File: config.mk
export PLATFORM = sky130hd
export DESIGN_NAME = pixel_write_sink
export DESIGN_NICKNAME = d
export VERILOG_FILES = /design/src/rtl/pixel_write_sink.sv
export SDC_FILE = /design/constraint.sdc
export NUM_CORES = 1
export LEC_CHECK = 0
export CORE_UTILIZATION = 65
export DETAILED_ROUTE_END_ITERATION = 10
export PLACE_DENSITY = 0.84
export RECOVER_POWER = 50
export SLEW_MARGIN = 25
export SYNTH_ARGS = -nofsm -noshare
export SYNTH_HDL_FRONTEND = slang
export SYNTH_SLANG_ARGS = --single-unit
File: constraint.sdc
create_clock -name clk -period 4.9 [get_ports clk]
set_clock_uncertainty 0.2 [all_clocks]
set_input_delay 0.98 -clock clk [delete_from_list [all_inputs] [get_ports clk]]
set_output_delay 0.98 -clock clk [all_outputs]
set_load 0.1 [all_outputs]
File: src/rtl/pixel_write_sink.sv
// Pixel-write sink: buffers game-FSM pixel writes in a FIFO and drains them into the
// framebuffer write port on granted cycles; also runs a full-screen clear on request.
module pixel_write_sink #(
  parameter int         DEPTH        = 16,
  parameter int         SCREEN_W     = 160,
  parameter int         SCREEN_H     = 120,
  parameter logic [5:0] CLEAR_COLOUR = 6'd0
) (
  input  logic        clk,
  input  logic        reset_n,
  input  logic [7:0]  X,
  input  logic [6:0]  Y,
  input  logic [5:0]  colour,
  input  logic        writeEn,
  input  logic        clear_req,
  input  logic        fb_grant,
  output logic [14:0] fb_addr,
  output logic [5:0]  fb_data,
  output logic        fb_wren,
  output logic        busy,
  output logic        full,
  output logic        empty,
  output logic        overflow,
  output logic        range_err
);

  localparam int AW   = $clog2(DEPTH);
  localparam int NPIX = SCREEN_W * SCREEN_H;

  typedef struct packed {
    logic [14:0] addr;
    logic [5:0]  colour;
  } pix_t;

  typedef enum logic [1:0] {IDLE, DRAIN, CLEAR} state_t;

  pix_t          mem [DEPTH];
  logic [AW-1:0] wr_ptr, rd_ptr;
  logic [AW:0]   count, count_nxt;
  state_t        state, state_nxt;
  logic [14:0]   cnt;
  logic [14:0]   addr_in;
  logic          in_range, at_full, push, pop, clr_step, clr_last;

  assign in_range  = (int'(X) < SCREEN_W) && (int'(Y) < SCREEN_H);
  assign addr_in   = 15'(Y) * 15'(SCREEN_W) + 15'(X);
  assign at_full   = (count == (AW+1)'(DEPTH));
  assign pop       = (state == DRAIN) && fb_grant && (count != '0);
  // a full FIFO still accepts a push when an entry leaves on the same edge
  assign push      = writeEn && in_range && (!at_full || pop);
  assign count_nxt = count + (AW+1)'(push) - (AW+1)'(pop);
  assign clr_step  = (state == CLEAR) && fb_grant;
  assign clr_last  = clr_step && (cnt == 15'(NPIX - 1));
  assign busy      = (state == CLEAR);

  // IDLE looks at the incoming push so a fresh pixel drains on the very next edge
  always_comb begin
    state_nxt = state;
    case (state)
      IDLE: begin
        if (clear_req)                    state_nxt = CLEAR;
        else if (count != '0 || push)     state_nxt = DRAIN;
      end
      DRAIN: begin
        if (clear_req)                    state_nxt = CLEAR;
        else if (count_nxt == '0)         state_nxt = IDLE;
      end
      CLEAR: begin
        if (clr_last) state_nxt = (count_nxt != '0) ? DRAIN : IDLE;
      end
      default: state_nxt = IDLE;
    endcase
  end

  always_ff @(posedge clk or negedge reset_n) begin
    if (!reset_n) begin
      state     <= IDLE;
      cnt       <= '0;
      wr_ptr    <= '0;
      rd_ptr    <= '0;
      count     <= '0;
      full      <= 1'b0;
      empty     <= 1'b1;
      overflow  <= 1'b0;
      range_err <= 1'b0;
      fb_addr   <= '0;
      fb_data   <= '0;
      fb_wren   <= 1'b0;
    end else begin
      state <= state_nxt;
      if (state != CLEAR && state_nxt == CLEAR) cnt <= '0;
      else if (clr_step)                        cnt <= cnt + 15'd1;
      if (push) wr_ptr <= wr_ptr + AW'(1);
      if (pop)  rd_ptr <= rd_ptr + AW'(1);
      count     <= count_nxt;
      full      <= (count_nxt == (AW+1)'(DEPTH));
      empty     <= (count_nxt == '0);
      overflow  <= overflow  | (writeEn && in_range && at_full && !pop);
      range_err <= range_err | (writeEn && !in_range);
      if (pop) begin
        fb_addr <= mem[rd_ptr].addr;
        fb_data <= mem[rd_ptr].colour;
        fb_wren <= 1'b1;
      end else if (clr_step) begin
        fb_addr <= cnt;
        fb_data <= CLEAR_COLOUR;
        fb_wren <= 1'b1;
      end else begin
        fb_wren <= 1'b0;
      end
    end
  end

  always_ff @(posedge clk) begin
    if (push) mem[wr_ptr] <= '{addr: addr_in, colour: colour};
  end

endmodule

# ---- Word level (Yosys, flattened, before mapping)
# Memory sizes are Yosys's and may differ from the RTL's.
# Index checks and enable logic that the tools add are counted.
dict set report totals {
  regBits 56
  mem_bits_rw 336
  inputBits 26
  output_inout_bits 27
  elab_cells 70
  n_memories 1
}
# memory words width read_ports rd_ports_with_merged_regs write_ports line_no
set mem_list {}
lappend mem_list {mem 16 21 1 0 1 37} ;# pix_t mem [DEPTH];
dict set report classes {
  addsub 6
  mul 1
  magnitude_cmp 2
  n_eq_ne 7
  n_mux 17
  n_bitwise 2
  reduce_logical 22
}
# op count
set ops {}
lappend ops {{$mux 15} 4}
lappend ops {{$add 15x1->15 const B} 1}
lappend ops {{$add 15x8->15} 1}
lappend ops {{$eq 15x15->1 const B} 1}
lappend ops {{$mux 6} 2}
lappend ops {{$logic_and 1x1->1} 11}
lappend ops {{$eq 5x5->1 const B} 2}
lappend ops {{$mul 7x3->10 const B} 1}
lappend ops {{$mux 2} 5}
lappend ops {{$reduce_bool 5->1} 2}
lappend ops {{$add 4x1->4 const B} 2}
lappend ops {{$lt 8x8->1 const B} 1}
lappend ops {{$lt 7x7->1 const B} 1}
lappend ops {{$pmux 2 s3} 1}
lappend ops {{$add 5x1->5} 1}
lappend ops {{$logic_not 5->1} 1}
lappend ops {{$mux 1} 5}
lappend ops {{$sub 5x1->5} 1}
lappend ops {{$eq 2x2->1 const B} 2}
lappend ops {{$reduce_bool 2->1} 2}
lappend ops {{$logic_not 1->1} 3}
lappend ops {{$eq 2x1->1 const B} 1}
lappend ops {{$logic_not 2->1} 1}
lappend ops {{$logic_or 1x1->1} 2}
lappend ops {{other kinds (2)} 3}

# ---- Depth between registers and ports, before layout
# Gate-level depths: netlist of run 1.
dict set report logic_depth {
  word_depth 14
  ltp_mapped 14
  mapped_depth_nobuf 13
}

# ---- Worst setup path after synthesis of run 1
# OpenSTA, ideal clock, no wires.
dict set report synth_timing {
  path_type {in2reg}
  start {input Y[1]}
  end {memory mem[0][18] in the netlist's numbering (data pin)}
  setup_ps 289
  arrival_time_ps 3131
  t_required_ps 4411
  path_slack_ps 1280
  cell_stages 8
  path_buffers 0
  cell_sequence {ha_1 -> ha_1 -> inv_1 -> fa_1 -> xnor2_1 -> nand3b_1 -> nor4_1 -> xor2_1}
}
dict set report synth_between {
  elab_chain_cells 2
}
# element line_no
set synth_rtl {}
lappend synth_rtl {{from (decl)} 12} ;# input logic [6:0] Y,
lappend synth_rtl {{$mul 7x3->10} 46} ;# assign addr_in = 15'(Y) * 15'(SCREEN_W) + 15'(X);
lappend synth_rtl {{$add 15x8->15} 46}
lappend synth_rtl {{named net addr_in[12]} 42} ;# logic [14:0] addr_in;
lappend synth_rtl {{to (decl)} 37}
# The timed path passes the listed nets, and every way through them passes these cells.

# ---- Worst setup path in the final report of run 1
dict set report layout_timing {
  start {input X[6]}
  end {register state[0]}
}
dict set report layout_between {
  elab_chain_cells 10
  word_cells_on_any_way 16
  cone_classes {add/sub: 2; order compare: 1; mux: 7; reduce/logical: 6}
}
# element line_no
set layout_rtl {}
lappend layout_rtl {{from (decl)} 11} ;# input logic [7:0] X,
lappend layout_rtl {{$lt 8x8->1 (*)} 45} ;# assign in_range = (int'(X) < SCREEN_W) && (int'(Y) < SCREEN_H);
lappend layout_rtl {{$logic_and 1x1->1 (*)} 45}
lappend layout_rtl {{$logic_and 1x1->1 (*) (2 in series)} 50} ;# assign push = writeEn && in_range && (!at_full || pop);
lappend layout_rtl {{$add 5x1->5} 51} ;# assign count_nxt = count + (AW+1)'(push) - (AW+1)'(pop);
lappend layout_rtl {{$sub 5x1->5} 51}
lappend layout_rtl {{$reduce_bool 5->1 / $logic_not 5->1 (equally long branches)} {69, 66}}
lappend layout_rtl {{$mux 1 / $mux 2 (equally long branches)} {69, 66}}
lappend layout_rtl {{$mux 2, on equally long branches} {69, 65}}
lappend layout_rtl {{$pmux 2 s3 (*)} 59} ;# case (state)
lappend layout_rtl {{named net state_nxt[0]} 40} ;# state_t state, state_nxt;
lappend layout_rtl {{to (signal assigned)} 90} ;# state <= state_nxt;
lappend layout_rtl {{to (decl)} 40}
# Mark *: on every way through the listed nets, which the timed path passes. The rest lies on a longest branch.
# A chain may end at the register's enable or synchronous reset.

==> flow_summary_export.csv, run 1 <==
group,metric,value,unit
detailed_routing,ant_nets,0,
die,dieWidth,158,um
placement,post_dp_cell_area,16800,um2
pwr,pwr-share-seq,42.3,%
timing,hold_viol_final,0,
logic_synthesis,netlist_area,15900,um2
clocking,cts.clk_slew.worst_paths,0.06,ns
critical_path,cp-start-kind,"primary input",
detailed_routing,wl,36.0,mm
global_routing,grt_usage,30.7,%
logic_synthesis,seq_area_frac_synth,72.5,%
critical_path,critPathLaunch,"X[6]",
detailed_routing,drc,0,
layout,fin_util,76.2,%
detailed_routing,post_drt_wl_per_cell,28.9,um
timing,slew_headroom,-99.8,%
pwr,clkPwrFrac,27.8,%
detailed_routing,drt_iter0_drc,1204,
detailed_routing,vias,8282,
logic_synthesis,yosysUniqueCellTypes,49,
die,core,23700,um2
pwr,peakVddDrop,0.000392,V
global_routing,grt_pass1_wl,53.3,mm
pwr,power_density,586,nW/um2
logic_synthesis,syn-num-nets,867,
critical_path,endpoint_kind,"flop",
timing,worstMarginPinSlew,3.00,ns
layout,multi_input_area,4110,um2
pwr,switchingPower,3.52,mW
clocking,cts.sinks,392,
global_routing,grt_pass1_vias,8552,
critical_path,cp_data_required_time,5.11,ns
clocking,cts_max_path_buffers,3,
critical_path,reg2reg_to,"fb_addr[0]$_DFFE_PN0P_",
layout,num-fill-cells,1247,
placement,portBuffers,52,
logic_synthesis,synth_seq_cells,392,
logic_synthesis,syn-mean-instance-area,19.5,um2
global_routing,grt_max_degree,65,
clocking,cts_buffers,39,
pwr,p_int,7.06,mW
critical_path,crit_arrival,4.62,ns
layout,final_area,18000,um2
critical_path,crit_fanout,11,
clocking,insertion_delay,0.52,ns
timing,finalMaxSlewViolations,108,
placement,place_hpwl,18.8,mm
pwr,p_leak,6.14,nW
global_routing,overflow,0,
timing,timing.fmax,227,MHz
logic_synthesis,ys_warn_count,0,
outcome,outcome,"complete, but fails checks",
critical_path,crit_type,"in2reg",
hold_path,worstHoldPathType,"reg2reg",
die,die-area,25000,um2
clocking,post_cts_buffers,0,
logic_synthesis,synth-edff-count,336,
critical_path,rr_worst_depth,5,
layout,area_delta_synth_final,13.8,%
timing,rsz0062_at_grt,"false",
die,die_y,158,um
clocking,root_buffer,"clkbuf_16",
logic_synthesis,syn-instance-count,814,
layout,seq_area,11500,um2
clocking,cts_tree,"done",
clocking,cts_resized,0,
pwr,p_comb_share,29.9,%
die,initial_utilization,66.9,%
timing,period_share,89.9,%
timing,setup_viol,0,
logic_synthesis,ys.flop_type,"edfxtp_1",
detailed_routing,dr.pass1.iters,5,
layout,drive_gt1_share,20.2,%
die,ios,53,
layout,finalNetCount,948,
clocking,htreeDepth,2,
outcome,violations,"max-capacitance violations, max-slew violations",
timing,fin_crit,4.41,ns
logic_synthesis,synthArstFlopShare,14.3,%
die,rows,56,
flow_run,drv_cap,2,
placement,place.gp.congestion,0.777,
critical_path,reg2reg_slack,0.51,ns
critical_path,endpoint,"state[0]$_DFF_PN0_",
timing,setup-tns-final,0,ns
pwr,swShare,33.2,%
clocking,cts_hold_buf,0,
detailed_routing,via_per_inst,6.65,
critical_path,r2r-start,"rd_ptr[1]$_DFFE_PN0N_",
global_routing,antenna_found_initial,2,
==> critical path: stages <==
cell	delay, ns
dlygate4sd3_1	0.58
o21ai_0	0.33
nand3_1	0.35
nor2b_1	0.22
clkbuf_1	0.38
nand2b_1	0.25
nand2_1	0.07
ha_1	0.22
fa_1	0.43
a21oi_1	0.16
o21bai_1	0.09
xor2_1	0.26
nand3_1	0.16
o2bb2ai_1	0.15
==> cells by family after synthesis <==
| group | after synthesis | share of synthesized area [%] |
|---|---|---|
| adders and majority gates | 27 | 2.27 |
| AOI/OAI and AO/OA | 46 | 1.82 |
| xor gates and xnor gates | 33 | 1.82 |
| buffers and inverters | 60 | 1.77 |
| and+or+nand+nor | 133 | 4.25 |
| muxes | 123 | 15.6 |
| DFF | 392 | 72.5 |
==> cell usage after synthesis (6+ instances only) <==
master | n | area (um2)
edfxtp_1 | 336 | 10100
ha_1 | 24 | 300
clkbuf_1 | 17 | 63.8
and2_1 | 12 | 75.1
xor2_1 | 17 | 149
nor2_1 | 29 | 109
inv_1 | 21 | 78.8
o221ai_1 | 6 | 52.6
buf_2 | 14 | 70.1
mux4_2 | 99 | 2230
nand2_1 | 37 | 139
xnor2_1 | 16 | 140
dfrtp_1 | 55 | 1380
mux2i_1 | 24 | 240
a21oi_1 | 9 | 45.0
o21ai_1 | 19 | 95.1
nand3_1 | 17 | 85.1
nand4_1 | 9 | 56.3
==> final cells by class <==
cell class              instances  share of cell area, %
repair buffers                 77                   3.85
multi-input cells             362                   22.8
inverters                      23                  0.478
clock inverters                25                   1.19
clock buffers                  45                   5.77
well taps                     319                   2.21
diodes                          3                 0.0416
flip-flops and latches        392                   63.7
==> sequential cells by signal, indices dropped and copies added, names as in the netlist, 2 cells and up <==
name,cells
mem,336
wr_ptr,4
count,5
fb_data,6
cnt,15
rd_ptr,4
state,2
fb_addr,15
==> metal layers <==
layer | up-vias | global-route usage [%] | share of wire [%]
li1 | 3408 | - | -
met5 | - | 0 | 0
met4 | 0 | 10.9 | 2.9
met2 | 528 | 50.3 | 50
met3 | 81 | 7.01 | 10
met1 | 4265 | 40.9 | 36
==> worst min-delay path by stage <==
stage	start	end	cells after the start
2_1_floorplan	state[0]$_DFF_PN0_	state[0]$_DFF_PN0_	1
3_3_place_gp	range_err$_DFF_PN0_	range_err$_DFF_PN0_	1
3_5_place_dp	range_err$_DFF_PN0_	range_err$_DFF_PN0_	1
4_1_cts	range_err$_DFF_PN0_	range_err$_DFF_PN0_	1
5_1_grt	range_err$_DFF_PN0_	range_err$_DFF_PN0_	1
6_report	range_err$_DFF_PN0_	range_err$_DFF_PN0_	1
==> power by group through the flow <==
stage                     registers (mW)  logic, mW  clock network [mW]
after floorplan                     4.92       1.88                   0
after global placement              4.49       2.98                   0
after detailed placement            4.53       3.10                   0
after CTS                           4.48       3.17                2.96
after global routing                4.51       3.35                3.08
final                               4.47       3.17                2.94
==> metrics by stage <==
step                setup WS (ns)  instances  power (mW)  hold slack [ns]
floorplan                    1.28        814        6.80            0.265
global placement            0.541       1173        7.47            0.247
CTS                         0.825       1243        10.6            0.264
finish                      0.494       1246        10.6            0.253
detailed placement          0.270       1173        7.62            0.246
global route                0.231       1244        10.9            0.278
==> cells in the final DEF (no fill, tap or decap), drive strengths merged, types with 4 or more instances in the layout <==
master and n:
nor2 29, nand4 9, o21ai 19, inv 23, edfxtp 336, nand3 17, mux2i 24, dfrtp 55
xor2 17, and2 12, clkbuf 52, xnor2 16, o221ai 6, bufinv 4, nand2 37, clkinv 21
dlygate4sd3 41, ha 24, a21oi 9, mux4 99, clkdlybuf4s50 10, buf 19
Power figures use the tool's default switching activity.
==> run 2: changes to the inputs <==
--- a/config.mk
+++ b/config.mk
@@ -5,7 +5,9 @@
 export SDC_FILE = /design/constraint.sdc
 export NUM_CORES = 1
 export LEC_CHECK = 0
+export CAP_MARGIN = 15
 export CORE_UTILIZATION = 65
+export CTS_CLUSTER_DIAMETER = 120
 export DETAILED_ROUTE_END_ITERATION = 10
 export PLACE_DENSITY = 0.84
 export RECOVER_POWER = 50
==> results of run 2 <==
Same layout as run 1: the final DEF is identical, and so are final timing and power.
==> run 3: changes to the inputs <==
--- a/config.mk
+++ b/config.mk
@@ -6,10 +6,10 @@
 export NUM_CORES = 1
 export LEC_CHECK = 0
 export CAP_MARGIN = 15
-export CORE_UTILIZATION = 65
+export CORE_UTILIZATION = 26
 export CTS_CLUSTER_DIAMETER = 120
 export DETAILED_ROUTE_END_ITERATION = 10
-export PLACE_DENSITY = 0.84
+export PLACE_DENSITY = 0.4
 export RECOVER_POWER = 50
 export SLEW_MARGIN = 25
 export SYNTH_ARGS = -nofsm -noshare
==> run 3 against run 2 <==
  * The run now ends clean
  * Critical endpoint is now mem[5][5]$_DFFE_PP_
  * Global-route usage decreased by 18 points
  * Via count down 5.3%
  * Total power is 2.9% higher
==> flow_summary_export.csv, run 3 (synthesized netlist as in run 1, its figures left out) <==
group,metric,value,unit
clocking,htreeDepth,2,
layout,area_delta_synth_final,19.4,%
detailed_routing,vias,7846,
detailed_routing,wl,38.6,mm
clocking,cts_max_path_buffers,3,
layout,antennaDiodeCount,0,
layout,most-common-layout-cells,"edfxtp_1, mux4_2, dfrtp_1, clkbuf_16, nand2_1",
timing,rsz0062_at_grt,"false",
timing,worstMarginPinSlew,1.48,ns
timing,whs,0.312,ns
pwr,peakVddDrop,0.000220,V
timing,setup_viol,0,
placement,post_dp_cell_area,17600,um2
clocking,cts_resized,0,
detailed_routing,drt_iter0_drc,537,
clocking,cts_tree,"done",
timing,hold_viol_final,0,
layout,layout_commonest_cell,"edfxtp_1",
die,rows,90,
clocking,cts.clk_slew.worst_paths,0.06,ns
clocking,cts.sinks,392,
layout,fin_util,31.4,%
global_routing,grt_pass1_wl,57.6,mm
detailed_routing,post_drt_wl_per_cell,22.3,um
layout,reg_top3,"mem x336, cnt x15, fb_addr x15",
die,ios,53,
clocking,cts_hold_buf,0,
timing,fin_crit,4.12,ns
flow_run,drv_cap,0,
die,core,60200,um2
clocking,insertion_delay,0.57,ns
detailed_routing,dr.pass1.iters,4,
critical_path,crit_fanout,11,
die,dieWidth,249,um
timing,setup-tns-final,0,ns
die,die_y,249,um
pwr,power_density,575,nW/um2
timing,period_share,84.1,%
detailed_routing,via_per_inst,4.53,
layout,top_register,"mem",
die,die-area,62000,um2
placement,portBuffers,52,
layout,largest_reg_flops,336,
pwr,p_leak,6.22,nW
clocking,post_cts_buffers,0,
clocking,root_buffer,"clkbuf_16",
critical_path,crit_arrival,4.10,ns
layout,drive_gt1_share,21.5,%
detailed_routing,ant_nets,0,
die,initial_utilization,26.3,%
critical_path,cp-start-kind,"primary input",
global_routing,grt_pass1_vias,8148,
clocking,cts_buffers,43,
layout,finalNetCount,970,
global_routing,grt_max_degree,46,
global_routing,overflow,0,
layout,final_area,18900,um2
timing,finalMaxSlewViolations,0,
layout,num-fill-cells,5820,
critical_path,reg2reg_slack,1.43,ns
detailed_routing,drc,0,
critical_path,cp_data_required_time,4.88,ns
placement,place.gp.congestion,0.687,
timing,slew_headroom,1.53,%
critical_path,endpoint_kind,"flop",
hold_path,worstHoldPathType,"reg2reg",
outcome,outcome,"finished, final reports clean",
timing,timing.fmax,243,MHz
critical_path,crit_type,"in2reg",
placement,place_hpwl,22.9,mm
global_routing,antenna_found_initial,0,
global_routing,grt_usage,12.8,%
[run 3: cell types whose count changed in the layout (fill, tap and decap cells not counted), moves of 5 or more]
cell,change
dlygate4sd3_1,-23
nor2_2,-5
nor2_4,+5
clkdlybuf4s50_1,+23
buf_4,+8
clkbuf_1,+14
[run 3: power breakdown]
group          internal [mW]  switching (mW)  leakage (nW)
logic                   1.30            2.01          1.78
clock network           1.87            1.31         0.681
registers               4.06           0.349          3.75
[run 3: path summary, 6_finish.rpt]
path / from / to / depth (start not counted)
min reg2reg: state[0]$_DFF_PN0_ / state[0]$_DFF_PN0_ / 1
max in group asynchronous: reset_n / rd_ptr[0]$_DFFE_PN0N_ / 2
min in group asynchronous: reset_n / cnt[7]$_DFFE_PN0P_ / 1
max: X[5] / mem[5][5]$_DFFE_PP_ / 8
max reg2reg: count[3]$_DFF_PN0_ / state[0]$_DFF_PN0_ / 13
min: state[0]$_DFF_PN0_ / state[0]$_DFF_PN0_ / 1
[run 3: area by class of cell]
cell class              count  area [um2]  share of cell area (%)
flip-flops and latches    392       11500                    60.8
multi-input cells         362        4130                    21.8
clock buffers              58        1190                    6.31
well taps                 782         978                    5.17
repair buffers             95         855                    4.51
clock inverters            21         189                   0.998
inverters                  23        86.3                   0.456
[run 3: metal layers]
metal  GRT usage, %  wire, um  vias up
met1           18.7     18800     4178
li1               -         -     3459
met5              0         0        -
met2           19.4     17600      158
met3           1.99      1450       51
met4           3.96       778        0
[run 3: through the flow]
step / power [mW] / worst slack [ns] / cells
final: 10.9 / 0.781 / 1733
after global routing: 11.4 / 0.629 / 1733
after CTS: 11.1 / 1.10 / 1733
after detailed placement: 7.90 / 0.492 / 1654
after global placement: 7.90 / 0.568 / 1654
after floorplan: 6.80 / 1.28 / 814
[run 3: critical path, cell delays in order]
cell and delay [ns]:
dlygate4sd3_1 0.56, o21ai_1 0.20, nand3_1 0.41, nor2b_1 0.25, clkbuf_1 0.40, and3b_1 0.30
and2_0 0.17, clkbuf_1 0.81
